**src/rtl/rom_loader_pkg.sv**
```systemverilog
`default_nettype none
// ============================================================================
//  Module      : rom_loader_pkg
//  Description : Shared types and constants for the instruction-ROM loader:
//                loader state encoding, image framing constants and helpers
//                that size the word-index and timeout counters.
//  Revision    : 1.0  initial release
// ============================================================================
package rom_loader_pkg;

    typedef enum logic [2:0] {
        IDLE   = 3'd0,
        LEN_LO = 3'd1,
        LEN_HI = 3'd2,
        DATA   = 3'd3,
        WRITE  = 3'd4,
        DONE   = 3'd5,
        ERROR  = 3'd6
    } state_t;

    // Image framing: 2-byte little-endian word count, then 4 bytes per word.
    localparam int HDR_BYTES      = 2;
    localparam int BYTES_PER_WORD = 4;
    localparam int LANE_W         = $clog2(BYTES_PER_WORD);

    // Default counter widths for the default ROM depth / timeout.
    localparam int IDX_W_DEF = $clog2(1024 + 1);
    localparam int TMO_W_DEF = $clog2(1000000 + 1);

    // The index must be able to hold ROM_WORDS itself (count after last write).
    function automatic int idx_width(input int words);
        return $clog2(words + 1);
    endfunction

    // The timeout counter steps one past its terminal count on the error edge.
    function automatic int tmo_width(input int cycles);
        return $clog2(cycles + 1);
    endfunction

endpackage : rom_loader_pkg
`default_nettype wire

```
**src/rtl/rom_loader_if.sv**
```systemverilog
`default_nettype none
// ============================================================================
//  Module      : rom_loader_if
//  Description : Byte-stream handshake and ROM write port bundled together.
//                master : the loader (consumes bytes, drives the ROM port)
//                slave  : the environment (serial receiver + ROM)
//  Signals     : byte_data[7:0], byte_valid, byte_ready,
//                rom_we, rom_addr[31:0], rom_wdata[31:0]
//  Revision    : 1.0  initial release
// ============================================================================
interface rom_loader_if;

    logic [7:0]  byte_data;
    logic        byte_valid;
    logic        byte_ready;
    logic        rom_we;
    logic [31:0] rom_addr;
    logic [31:0] rom_wdata;

    modport master (
        input  byte_data,
        input  byte_valid,
        output byte_ready,
        output rom_we,
        output rom_addr,
        output rom_wdata
    );

    modport slave (
        output byte_data,
        output byte_valid,
        input  byte_ready,
        input  rom_we,
        input  rom_addr,
        input  rom_wdata
    );

endinterface : rom_loader_if
`default_nettype wire

```
**src/rtl/rom_loader_word_packer.sv**
```systemverilog
`default_nettype none
// ============================================================================
//  Module      : word_packer
//  Description : Little-endian byte-to-word assembler. Each strobed byte is
//                inserted into lane `lane` of a 32-bit register. `word` shows
//                the register with the current byte already inserted so the
//                caller can capture a complete word in the same cycle that
//                lane 3 arrives (flagged by word_full).
//  Ports       : clk, reset (async, active-low), clear, strobe, lane, data
//                -> word[31:0], word_full
//  Revision    : 1.0  initial release
// ============================================================================
module word_packer
    import rom_loader_pkg::*;
(
    input  wire logic              clk,
    input  wire logic              reset,
    input  wire logic              clear,
    input  wire logic              strobe,
    input  wire logic [LANE_W-1:0] lane,
    input  wire logic [7:0]        data,
    output logic      [31:0]       word,
    output logic                   word_full
);

    logic [31:0] r_word;
    logic [31:0] w_word;

    always_comb begin
        w_word = r_word;
        if (strobe) begin
            w_word[{lane, 3'b000} +: 8] = data;
        end
    end

    always_ff @(posedge clk or negedge reset) begin
        if (!reset) begin
            r_word <= 32'd0;
        end else if (clear) begin
            r_word <= 32'd0;
        end else if (strobe) begin
            r_word <= w_word;
        end
    end

    assign word      = w_word;
    assign word_full = strobe && (lane == LANE_W'(BYTES_PER_WORD - 1));

endmodule : word_packer
`default_nettype wire

```
**src/rtl/rom_loader.sv**
```systemverilog
`default_nettype none
// ============================================================================
//  Module      : rom_loader
//  Description : Firmware writer for the instruction ROM. Receives an image
//                (2-byte word count L, then 4*L bytes, all LSB first) over a
//                valid/ready byte stream, writes the packed words to
//                consecutive ROM addresses, and releases the core only once a
//                complete, well-formed image has been written.
//  Ports       : clk, reset (async, active-low), start (1-cycle pulse)
//                bus  : rom_loader_if.master (byte stream in, ROM write out)
//                core_reset, core_enable, busy, done, error
//  Revision    : 1.0  initial release
// ============================================================================
module rom_loader
    import rom_loader_pkg::*;
#(
    parameter int          ROM_WORDS      = 1024,
    parameter logic [31:0] BASE_ADDR      = 32'h0000_0000,
    parameter int          TIMEOUT_CYCLES = 1000000
) (
    input  wire logic       clk,
    input  wire logic       reset,
    input  wire logic       start,
    rom_loader_if.master    bus,
    output logic            core_reset,
    output logic            core_enable,
    output logic            busy,
    output logic            done,
    output logic            error
);

    localparam int          c_idx_w     = idx_width(ROM_WORDS);
    localparam int          c_tmo_w     = tmo_width(TIMEOUT_CYCLES);
    localparam logic [31:0] c_rom_words = 32'(ROM_WORDS);
    localparam logic [63:0] c_last_addr = 64'(BASE_ADDR)
                                        + 64'(BYTES_PER_WORD) * 64'(ROM_WORDS - 1);

    // Parameter legality: the last word address must not wrap 32 bits.
    generate
        if (c_last_addr > 64'h0000_0000_FFFF_FFFF || ROM_WORDS < 1 ||
            ROM_WORDS > 65535 || TIMEOUT_CYCLES < 2) begin : g_param_check
            $error("rom_loader: illegal ROM_WORDS/BASE_ADDR/TIMEOUT_CYCLES");
        end
    endgenerate

    state_t               r_state;
    state_t               w_next;
    logic [15:0]          r_len;
    logic [c_idx_w-1:0]   r_idx;
    logic [LANE_W-1:0]    r_lane;
    logic [c_tmo_w-1:0]   r_tmo;
    logic [31:0]          r_addr;
    logic [31:0]          r_wdata;

    logic                 w_ready;
    logic                 w_accept;
    logic                 w_strobe;
    logic                 w_clear;
    logic                 w_we;
    logic                 w_tmo_hit;
    logic                 w_last_word;
    logic [15:0]          w_len_full;
    logic [31:0]          w_word;
    logic                 w_word_full;

    // Ready depends only on the registered state, which keeps the accept
    // path free of any loop through the next-state logic.
    assign w_ready     = (r_state == LEN_LO) || (r_state == LEN_HI) || (r_state == DATA);
    assign w_accept    = bus.byte_valid && w_ready;
    assign w_strobe    = w_accept && (r_state == DATA);
    assign w_tmo_hit   = (r_tmo == c_tmo_w'(TIMEOUT_CYCLES - 1));
    assign w_len_full  = {bus.byte_data, r_len[7:0]};
    // Compared before the increment: this write is the image's last word.
    assign w_last_word = (32'(r_idx) == (32'(r_len) - 32'd1));

    word_packer u_packer (
        .clk       (clk),
        .reset     (reset),
        .clear     (w_clear),
        .strobe    (w_strobe),
        .lane      (r_lane),
        .data      (bus.byte_data),
        .word      (w_word),
        .word_full (w_word_full)
    );

    // ---------------------------------------------------------------- FSM
    always_ff @(posedge clk or negedge reset) begin
        if (!reset) begin
            r_state <= IDLE;
        end else begin
            r_state <= w_next;
        end
    end

    always_comb begin
        w_next      = r_state;
        w_clear     = 1'b0;
        w_we        = 1'b0;
        busy        = 1'b0;
        done        = 1'b0;
        error       = 1'b0;
        core_reset  = 1'b1;
        core_enable = 1'b0;

        case (r_state)
            IDLE: begin
                if (start) begin
                    w_next  = LEN_LO;
                    w_clear = 1'b1;
                end
            end
            LEN_LO: begin
                busy = 1'b1;
                if (w_accept)       w_next = LEN_HI;
                else if (w_tmo_hit) w_next = ERROR;
            end
            LEN_HI: begin
                busy = 1'b1;
                if (w_accept) begin
                    if (w_len_full == 16'd0 || 32'(w_len_full) > c_rom_words) w_next = ERROR;
                    else                                                       w_next = DATA;
                end else if (w_tmo_hit) begin
                    w_next = ERROR;
                end
            end
            DATA: begin
                busy = 1'b1;
                // An accept in the terminal-count cycle takes priority.
                if (w_accept) begin
                    if (w_word_full) w_next = WRITE;
                end else if (w_tmo_hit) begin
                    w_next = ERROR;
                end
            end
            WRITE: begin
                busy   = 1'b1;
                w_we   = 1'b1;
                w_next = w_last_word ? DONE : DATA;
            end
            DONE: begin
                done        = 1'b1;
                core_reset  = 1'b0;
                core_enable = 1'b1;
                if (start) begin
                    w_next  = LEN_LO;
                    w_clear = 1'b1;
                end
            end
            ERROR: begin
                error = 1'b1;
                if (start) begin
                    w_next  = LEN_LO;
                    w_clear = 1'b1;
                end
            end
            default: w_next = IDLE;
        endcase
    end

    // ------------------------------------------------ counters and datapath
    always_ff @(posedge clk or negedge reset) begin
        if (!reset) begin
            r_len   <= 16'd0;
            r_idx   <= '0;
            r_lane  <= '0;
            r_tmo   <= '0;
            r_addr  <= BASE_ADDR;
            r_wdata <= 32'd0;
        end else if (w_clear) begin
            r_len  <= 16'd0;
            r_idx  <= '0;
            r_lane <= '0;
            r_tmo  <= '0;
        end else begin
            if (w_accept) begin
                r_tmo <= '0;
            end else if (w_ready) begin
                r_tmo <= r_tmo + c_tmo_w'(1);
            end

            if (w_accept && r_state == LEN_LO) r_len[7:0]  <= bus.byte_data;
            if (w_accept && r_state == LEN_HI) r_len[15:8] <= bus.byte_data;

            // Lane wraps 3 -> 0, so the next word always starts at lane 0.
            if (w_strobe) r_lane <= r_lane + LANE_W'(1);

            // Address/data are captured on the last byte and then held
            // until the next word completes; only rom_we qualifies them.
            if (w_word_full) begin
                r_addr  <= BASE_ADDR + (32'(r_idx) << 2);
                r_wdata <= w_word;
            end

            if (r_state == WRITE) r_idx <= r_idx + c_idx_w'(1);
        end
    end

    assign bus.byte_ready = w_ready;
    assign bus.rom_we     = w_we;
    assign bus.rom_addr   = r_addr;
    assign bus.rom_wdata  = r_wdata;

endmodule : rom_loader
`default_nettype wire

```
**src/flat_wrapper.sv**
```systemverilog
// flat-port wrapper written by rule: the top's interface ports become plain ports
module rom_loader_flat import rom_loader_pkg::*;
#(
    parameter int          ROM_WORDS      = 1024,
    parameter logic [31:0] BASE_ADDR      = 32'h0000_0000,
    parameter int          TIMEOUT_CYCLES = 1000000
)
  (clk, reset, start, core_reset, core_enable, busy, done, error, bus_byte_data, bus_byte_valid, bus_byte_ready, bus_rom_we, bus_rom_addr, bus_rom_wdata);
  rom_loader_if bus_i ();
  input  wire logic clk;
  input  wire logic reset;
  input  wire logic start;
  output logic core_reset;
  output logic core_enable;
  output logic busy;
  output logic done;
  output logic error;
  input wire logic [$bits(bus_i.byte_data)-1:0] bus_byte_data;
  input wire logic [$bits(bus_i.byte_valid)-1:0] bus_byte_valid;
  output wire logic [$bits(bus_i.byte_ready)-1:0] bus_byte_ready;
  output wire logic [$bits(bus_i.rom_we)-1:0] bus_rom_we;
  output wire logic [$bits(bus_i.rom_addr)-1:0] bus_rom_addr;
  output wire logic [$bits(bus_i.rom_wdata)-1:0] bus_rom_wdata;
  assign bus_i.byte_data = bus_byte_data;
  assign bus_i.byte_valid = bus_byte_valid;
  assign bus_byte_ready = bus_i.byte_ready;
  assign bus_rom_we = bus_i.rom_we;
  assign bus_rom_addr = bus_i.rom_addr;
  assign bus_rom_wdata = bus_i.rom_wdata;
  rom_loader #(.ROM_WORDS(ROM_WORDS), .BASE_ADDR(BASE_ADDR), .TIMEOUT_CYCLES(TIMEOUT_CYCLES)) u_core (.clk(clk), .reset(reset), .start(start), .bus(bus_i), .core_reset(core_reset), .core_enable(core_enable), .busy(busy), .done(done), .error(error));
endmodule
```
**config.mk**
```make
export PLATFORM = sky130hd
export DESIGN_NAME = rom_loader_flat
export DESIGN_NICKNAME = d
export VERILOG_FILES = /design/src/rtl/rom_loader_pkg.sv /design/src/rtl/rom_loader_if.sv /design/src/rtl/rom_loader_word_packer.sv /design/src/rtl/rom_loader.sv /design/src/flat_wrapper.sv
export SDC_FILE = /design/constraint.sdc
export NUM_CORES = 1
export LEC_CHECK = 0
export BUFFER_PORTS_ARGS = -buffer_cell sky130_fd_sc_hd__clkbuf_2
export CAP_MARGIN = 20
export CORE_MARGIN = 4
export CORE_UTILIZATION = 50
export CTS_CLUSTER_SIZE = 28
export DETAILED_ROUTE_END_ITERATION = 6
export GPL_TIMING_DRIVEN = 1
export HOLD_SLACK_MARGIN = 0.03
export PLACE_DENSITY_LB_ADDON = 0.2
export SETUP_SLACK_MARGIN = 0.5
export SLEW_MARGIN = 40
export SYNTH_ARGS = -nofsm -noshare
export SYNTH_HDL_FRONTEND = slang
export SYNTH_SLANG_ARGS = --single-unit
export TNS_END_PERCENT = 50
```
**constraint.sdc**
```tcl
create_clock -name clk -period 4.2 [get_ports clk]
set_input_delay 0.63 -clock clk [delete_from_list [all_inputs] [get_ports clk]]
set_output_delay 0.63 -clock clk [all_outputs]
set_load 0.005 [all_outputs]
```
==> summary.md, run 1 <==
| Metric | Value |
|---|---|
| Total GRT Usage | 0.212 |
| Number of synthesized flops with an enable pin | 0 |
| Peak Freq | 338 MHz |
| NumNets Final | 699 |
| Max cap viols | 0 |
| Setup CP Type | reg2reg |
| Post-Syn Instances | 633 |
| Post-CTS sizing | 0 |
| Vias in the first global route | 4614 |
| Yosys warnings | 0 |
| Most common cell in the netlist | dfrtp_1 |
| Post-Syn Area | 6090 um^2 |
| Setup TNS | 0 ns |
| Clk buf depth | 2 |
| Full die area | 14000 um^2 |
| DRT Pass-1 Iters | 7 |
| Clock-pin slew on the worst setup and hold paths | 0.06 ns |
| Core Rows | 40 |
| CP max FO | 6 |
| Routed WL | 14300 um |
| Routed WL per cell | 17.0 um |
| Relative slew slack | 0.426 |
| Util after Layout | 0.591 |
| RSZ-0062 raised after global routing | false |
| Layout Cells excl Fill | around 840 |
| PwrDens | 579 nW/um^2 |
| Port Buffers | 61 |
| Static leakage | 0.00334 uW |
| Worst EP arrival | between 3 and 4 ns |
| Vias per cell | between 5 and 6 |
| Post-CTS setup buffer count | 0 |
| Top cells by count, synth | dfrtp_1, nand2_1, nor2_1 |
| Placed insts | between 800 and 900 |
| Final Hold Viols | 0 |
| #FFs+latches synth | roughly 120 |
| Worst Skew | 0.00647 ns |
| Pin count of the biggest net entering global routing | 64 |
| Ports | 83 |
| Vias | 4862 |
| Worst slew pin tran | 0.859 ns |
| Post-layout min period | 2.96 ns |
| Area growth, synth to finish | 16.2% |
| Top cells by area, synth | dfrtp_1, nand2_1, a22o_1 |
| Top FF cell, synth | dfrtp_1 |
| Top-area cell type share of the netlist area | 0.489 |
| Avg Inst Size Synth | 9.62 um^2 |
| Worst hold-check path type | in2async |
| Startpoint Class | flip-flop |
| Initial core utilization | 0.509 |
| Peak VDD IR | 0.373 mV |
| Die Span X | 118 um |
| Total core area | approximately 12000 um^2 |
| Detailed placement HPWL | 9630 um |
| Post-route antenna net violation count | 0 |
| Die H | 118 um |
| Clock Latency Late Sink | approximately 0.42 ns |
| Share of cells above drive strength 1 | 0.178 |
| Total gr overflow | 0 |
| R2R Setup Slk | 1.24 ns |
| Register area share after synthesis | 0.489 |
| Total CTS buffers | 17 |
| FF-to-FF Start | u_core.r_len[0] |
| Post-synth ARST share | 1.00 |
| TritonCTS clock tree | built |
| Cell variety after synth | between 50 and 60 |
| First-pass GRT wire length | ~24000 um |
| RD Place Congestion | 0.846 |
| Synth area leader | dfrtp_1 |
| 1st-iter DRT viols | 425 |
| Ant diodes | 0 |
| Hold buffers post-CTS | 0 |
| Reg2reg path depth | 7 |
| Max-slew violations | 0 |
| Final period util | 0.705 |
| CTS root buf | clkbuf_16 |
| CTS HTree Levels | 4 |
| Setup crit end kind | flip-flop |
| # DRC | 0 |
| Clock Sink Count | 119 |
| WP data required | 4.49 ns |
| Final setup violating endpoints | 0 |
| Worst reg2reg path endpoint | u_core.r_state[1] |
| Outcome | complete, no violations |
| Initial antenna violation count | 0 |
-- per-layer routing --
metal,global-route usage,wire (um),part of all wire,vias up
met5,0,0,0,-
met4,0.0791,340,0.024,0
met3,0.0579,772,0.054,31
met2,0.323,6580,0.46,144
met1,0.289,6580,0.46,2367
li1,-,-,-,2320
-- flip-flops by register name (all words and copies together), names as in the netlist --
register and cells:
u_core.bus.rom_wdata 32, u_core.r_lane 2, u_core.r_tmo 20, u_core.r_state 3
u_core.u_packer.r_word 24, u_core.bus.rom_addr 11, u_core.r_idx 11, u_core.r_len 16
-- cells by family after synthesis --
kind of cell / Yosys count / synth area share
XOR/XNOR: 34 / 0.0514
AO/OA/AOI/OAI: 152 / 0.169
AND/OR/NAND/NOR: 238 / 0.198
multiplexers: 10 / 0.0185
flip-flops: 119 / 0.489
adder cells (fa/ha/maj): 8 / 0.0164
other: 1 / 0.000616
buffers and inverters: 71 / 0.0573
-- worst max path at each step --
stage	from	to
after detailed placement	u_core.r_len[0]	u_core.r_state[1]
after floorplan	u_core.r_len[0]	u_core.r_state[2]
after CTS	u_core.r_len[0]	u_core.r_state[1]
after global routing	u_core.r_len[0]	u_core.r_state[2]
after global placement	u_core.r_len[0]	u_core.r_state[2]
final	u_core.r_len[0]	u_core.r_state[1]
-- worst max-delay path, cell delays in order (launching register included) --
cell	delay (ns)
dfrtp_1	0.44
inv_1	0.08
ha_1	0.22
or4b_4	0.52
or4_4	0.52
or4_4	0.51
a2111oi_4	0.41
o211ai_1	0.13
-- layout by cell type (no fill, tap or decap), types with 5 or more instances in the layout --
cell	n
dfrtp_1	119
nand2_1	80
clkbuf_2	60
nor2_1	44
o21ai_0	43
a21oi_1	37
a22o_1	33
and3_1	30
conb_1	21
xor2_1	19
clkbuf_16	17
xnor2_1	14
nor3_1	12
nand4_1	12
nand3_1	12
inv_1	10
mux2_2	10
ha_1	8
and2_1	7
o31ai_1	7
and4_1	6
nor4_1	6
nor3b_1	5
buf_4	5
-- where the power goes --
group / switching [uW] / internal (uW) / leakage [uW]
Combinational: 632 / 411 / 0.00139
Clock: 551 / 1030 / 0.000307
Sequential: 187 / 1290 / 0.00164
Total: 1370 / 2730 / 0.00334
-- cell type report --
type	count	area, um^2
sequential	119	2980
multi-input combinational	463	2850
fill	1046	4890
clock inverter	13	191
inverter	11	41.3
timing repair buffer	67	378
clock buffer	19	453
tap	147	184
-- stage by stage --
stage / power, uW / setup WS, ns / cell area, um^2 / hold WS (ns)
after global placement: 2470 / 1.36 / 6400 / 0.460
after global routing: 4340 / 1.17 / 7070 / 0.147
after floorplan: 2230 / 1.44 / 6160 / 0.334
after detailed placement: 2500 / 1.28 / 6400 / 0.470
after CTS: 4110 / 1.26 / 7040 / 0.289
final: 4100 / 1.24 / 7070 / 0.133
(Power assumes the default switching activity.)
==> run 2: changes to the inputs <==
Settings changed: ABC_AREA from default to 1.
Clock period 4.2 ns to 2.9 ns, I/O delays scaled along.
==> summary.md, run 2 <==
| Metric | Value |
|---|---|
| Top cells by count, synth | nand2_1, dfrtp_1, nor2_1 |
| Startpoint Class | flip-flop |
| Post-Syn Instances | just over 800 |
| Worst slew pin tran | approximately 0.63 ns |
| Area growth, synth to finish | 15.5% |
| Setup TNS | 0 ns |
| Post-Synth Simple-Gate Area | 0.303 |
| Fin Hold WS | 0.381 ns |
| CP bufs+invs | 3 |
| Final Hold Viols | 0 |
| R2R Setup Slk | 0.76 ns |
| Routed WL | 15300 um |
| Top FF cell, synth | dfrtp_1 |
| Slowest-stage cell, CP | dfrtp_2 |
| Initial antenna violation count | 0 |
| PwrDens | 859 nW/um^2 |
| Max-slew violations | 0 |
| Vias in the first global route | 5347 |
| Port Buffers | 61 |
| Adder-cell area share of the yosys netlist | 0.0159 |
| Total core area | 12200 um^2 |
| First-pass GRT wire length | 26000 um |
| Die Span X | approximately 120 um |
| Static leakage | ~0.0037 uW |
| Hold Path Cell Cnt | 3 |
| Hold Path Sink | u_core.r_len[14] |
| NumNets Final | roughly 900 |
| RSZ-0062 raised after global routing | true |
| Worst path max stage delay | roughly 0.5 ns |
| Vias | 5520 |
| Share of cells above drive strength 1 | 0.157 |
| P_int | 3760 uW |
| Max reg flops | 32 |
| Reg2reg path depth | 9 |
| Yosys warnings | 0 |
| Worst hold-check path type | in2reg |
| Placed insts | ~1000 |
| Post-Syn Area | 6300 um^2 |
| Top-area cell type share of the netlist area | 0.473 |
| HP Start | bus_byte_data[6] |
| NetSw | 2490 uW |
| Most common cell in the netlist | nand2_1 |
| Initial core utilization | 0.518 |
| Worst reg2reg path endpoint | u_core.bus.rom_wdata[7] |
| 1st-iter DRT viols | ~490 |
| Post-layout min period | 2.14 ns |
| Filler Cell Count | 1129 |
| Most frequent cells in the layout | nand2_1, dfrtp_1, nor2_1 |
| Cell variety after synth | 44 |
| Ant diodes | 0 |
| Area of the multi-input gates | between 2000 and 3000 um^2 |
| Relative slew slack | 0.583 |
| Post-CTS setup buffer count | 0 |
| Post-synthesis compound-gate area fraction | 0.103 |
| Seq pwr share | 0.352 |
| Register area share after synthesis | 0.473 |
| Clk buf depth | 2 |
| Synth Area in XOR/XNOR | 0.0125 |
| FF/Latch Area | 2980 um^2 |
| Combinational Power Share | 0.334 |
| Setup CP Type | reg2reg |
| WP data required | 3.22 ns |
| Detailed placement HPWL | 10800 um |
| Layout Cells excl Fill | 1057 |
| Post-synth ARST share | 1.00 |
| Final period util | 0.737 |
| RD Place Congestion | 0.911 |
| Outcome | complete, no violations |
| Post-route antenna net violation count | 0 |
| Crit path max-delay family | simple AND/OR/NAND/NOR gates |
| Routed WL per cell | 14.5 um |
| Setup crit end kind | flip-flop |
| Avg Inst Size Synth | 7.73 um^2 |
| Top cells by area, synth | dfrtp_1, nand2_1, nor2_1 |
| Clock-pin slew on the worst setup and hold paths | 0.06 ns |
| Clock power share | 0.314 |
| Total CTS buffers | 17 |
| TritonCTS clock tree | built |
| Worst Skew | 0.00778 ns |
| Worst EP arrival | 2.46 ns |
| CP max FO | 13 |
| CTS HTree Levels | 4 |
| Most common cell after layout, fill and taps aside | nand2_1 |
| Largest family of logic cells by synthesized area | simple AND/OR/NAND/NOR gates |
| Synth area leader | dfrtp_1 |
| CTS root buf | clkbuf_16 |
| Peak Freq | 468 MHz |
| # DRC | 0 |
| Ports | 83 |
| FF-to-FF Start | u_core.r_lane[0] |
| Total GRT Usage | 0.225 |
| Final setup violating endpoints | 0 |
| Number of synthesized flops with an enable pin | 0 |
| Peak VDD IR | 0.381 mV |
| Max cap viols | 0 |
| Full die area | between 10000 and 15000 um^2 |
| Total gr overflow | 0 |
| Vias per cell | about 5.2 |
| Multiplexer share of the synthesized area | 0 |
| Net Sw Frac | 0.398 |
| Crit-path cells | clkinv_1 > buf_4 > ha_1 > inv_1 > nor3_4 > nand2_1 > nand2_1 > o21ai_0 > o21ai_0 |
| #FFs+latches synth | 119 |
| Pin count of the biggest net entering global routing | 78 |
| Die H | 120 um |
| Clock Sink Count | 119 |
| DRT Pass-1 Iters | 5 |
| Core Rows | 40 |
| Clock Latency Late Sink | 0.42 ns |
run 2: kinds of logic (layout without fill, tap and decap cells):
group,Yosys count,in the layout
AND/OR/NAND/NOR,430,430
adder cells (fa/ha/maj),8,8
buffers and inverters,128,182
AO/OA/AOI/OAI,120,120
XOR/XNOR,9,9
other,1,21
flip-flops,119,119
run 2: through the flow:
step	area [um^2]	power, uW	worst slack (ns)	util
after floorplan	6370	3700	0.612	-
after global placement	6670	4150	0.466	0.549
after detailed placement	6680	4240	0.468	0.549
after CTS	7250	6240	0.620	0.596
after global routing	7270	6720	0.492	0.598
final	7270	6250	0.763	0.598
run 2: final cells by class:
class	count	area share
Clock buffer	18	0.0590
Clock inverter	14	0.0174
Inverter	85	0.0449
Multi-Input combinational cell	588	0.392
Sequential cell	119	0.410
Tap cell	168	0.0289
Timing Repair Buffer	65	0.0485
run 2: layer usage:
metal | GRT usage | vias up | wire, um | share of wire
met5 | 0 | - | 0 | 0
met2 | 0.357 | 171 | 7330 | 0.48
li1 | - | 2697 | - | -
met3 | 0.0482 | 39 | 907 | 0.059
met4 | 0.106 | 0 | 471 | 0.031
met1 | 0.294 | 2613 | 6610 | 0.43
run 2: worst min-delay path, cell delays in order:
cell and delay, ns:
clkbuf_2 0.15, nand2_1 0.10, o21ai_0 0.07
run 2: worst max path at each step:
stage | startpoint | slack [ns] | depth (start not counted) | endpoint
floorplan | u_core.r_lane[0] | 0.61 | 8 | u_core.bus.rom_wdata[7]
global placement | u_core.r_lane[0] | 0.47 | 7 | u_core.bus.rom_wdata[7]
detailed placement | u_core.r_lane[0] | 0.47 | 8 | u_core.bus.rom_wdata[10]
CTS | u_core.r_lane[0] | 0.62 | 7 | u_core.bus.rom_wdata[7]
global route | u_core.r_len[0] | 0.49 | 15 | u_core.r_state[1]
finish | u_core.r_lane[0] | 0.76 | 9 | u_core.bus.rom_wdata[7]
run 2: timing repair:
item / CTS / global route
hold endpoints to repair: 42 / 0
resized for setup: 1 / 7
setup endpoints to repair: 3 / 24
cloned: 0 / 0
pin swaps: 0 / 0
hold buffers: 1 / 0
run 2: power by group through the flow:
stage | clock [uW] | sequential [uW] | combinational, uW
floorplan | 0 | 2140 | 1560
global placement | 0 | 2200 | 1960
detailed placement | 0 | 2210 | 2020
CTS | 2000 | 2190 | 2050
global route | 2080 | 2240 | 2410
finish | 1960 | 2200 | 2090
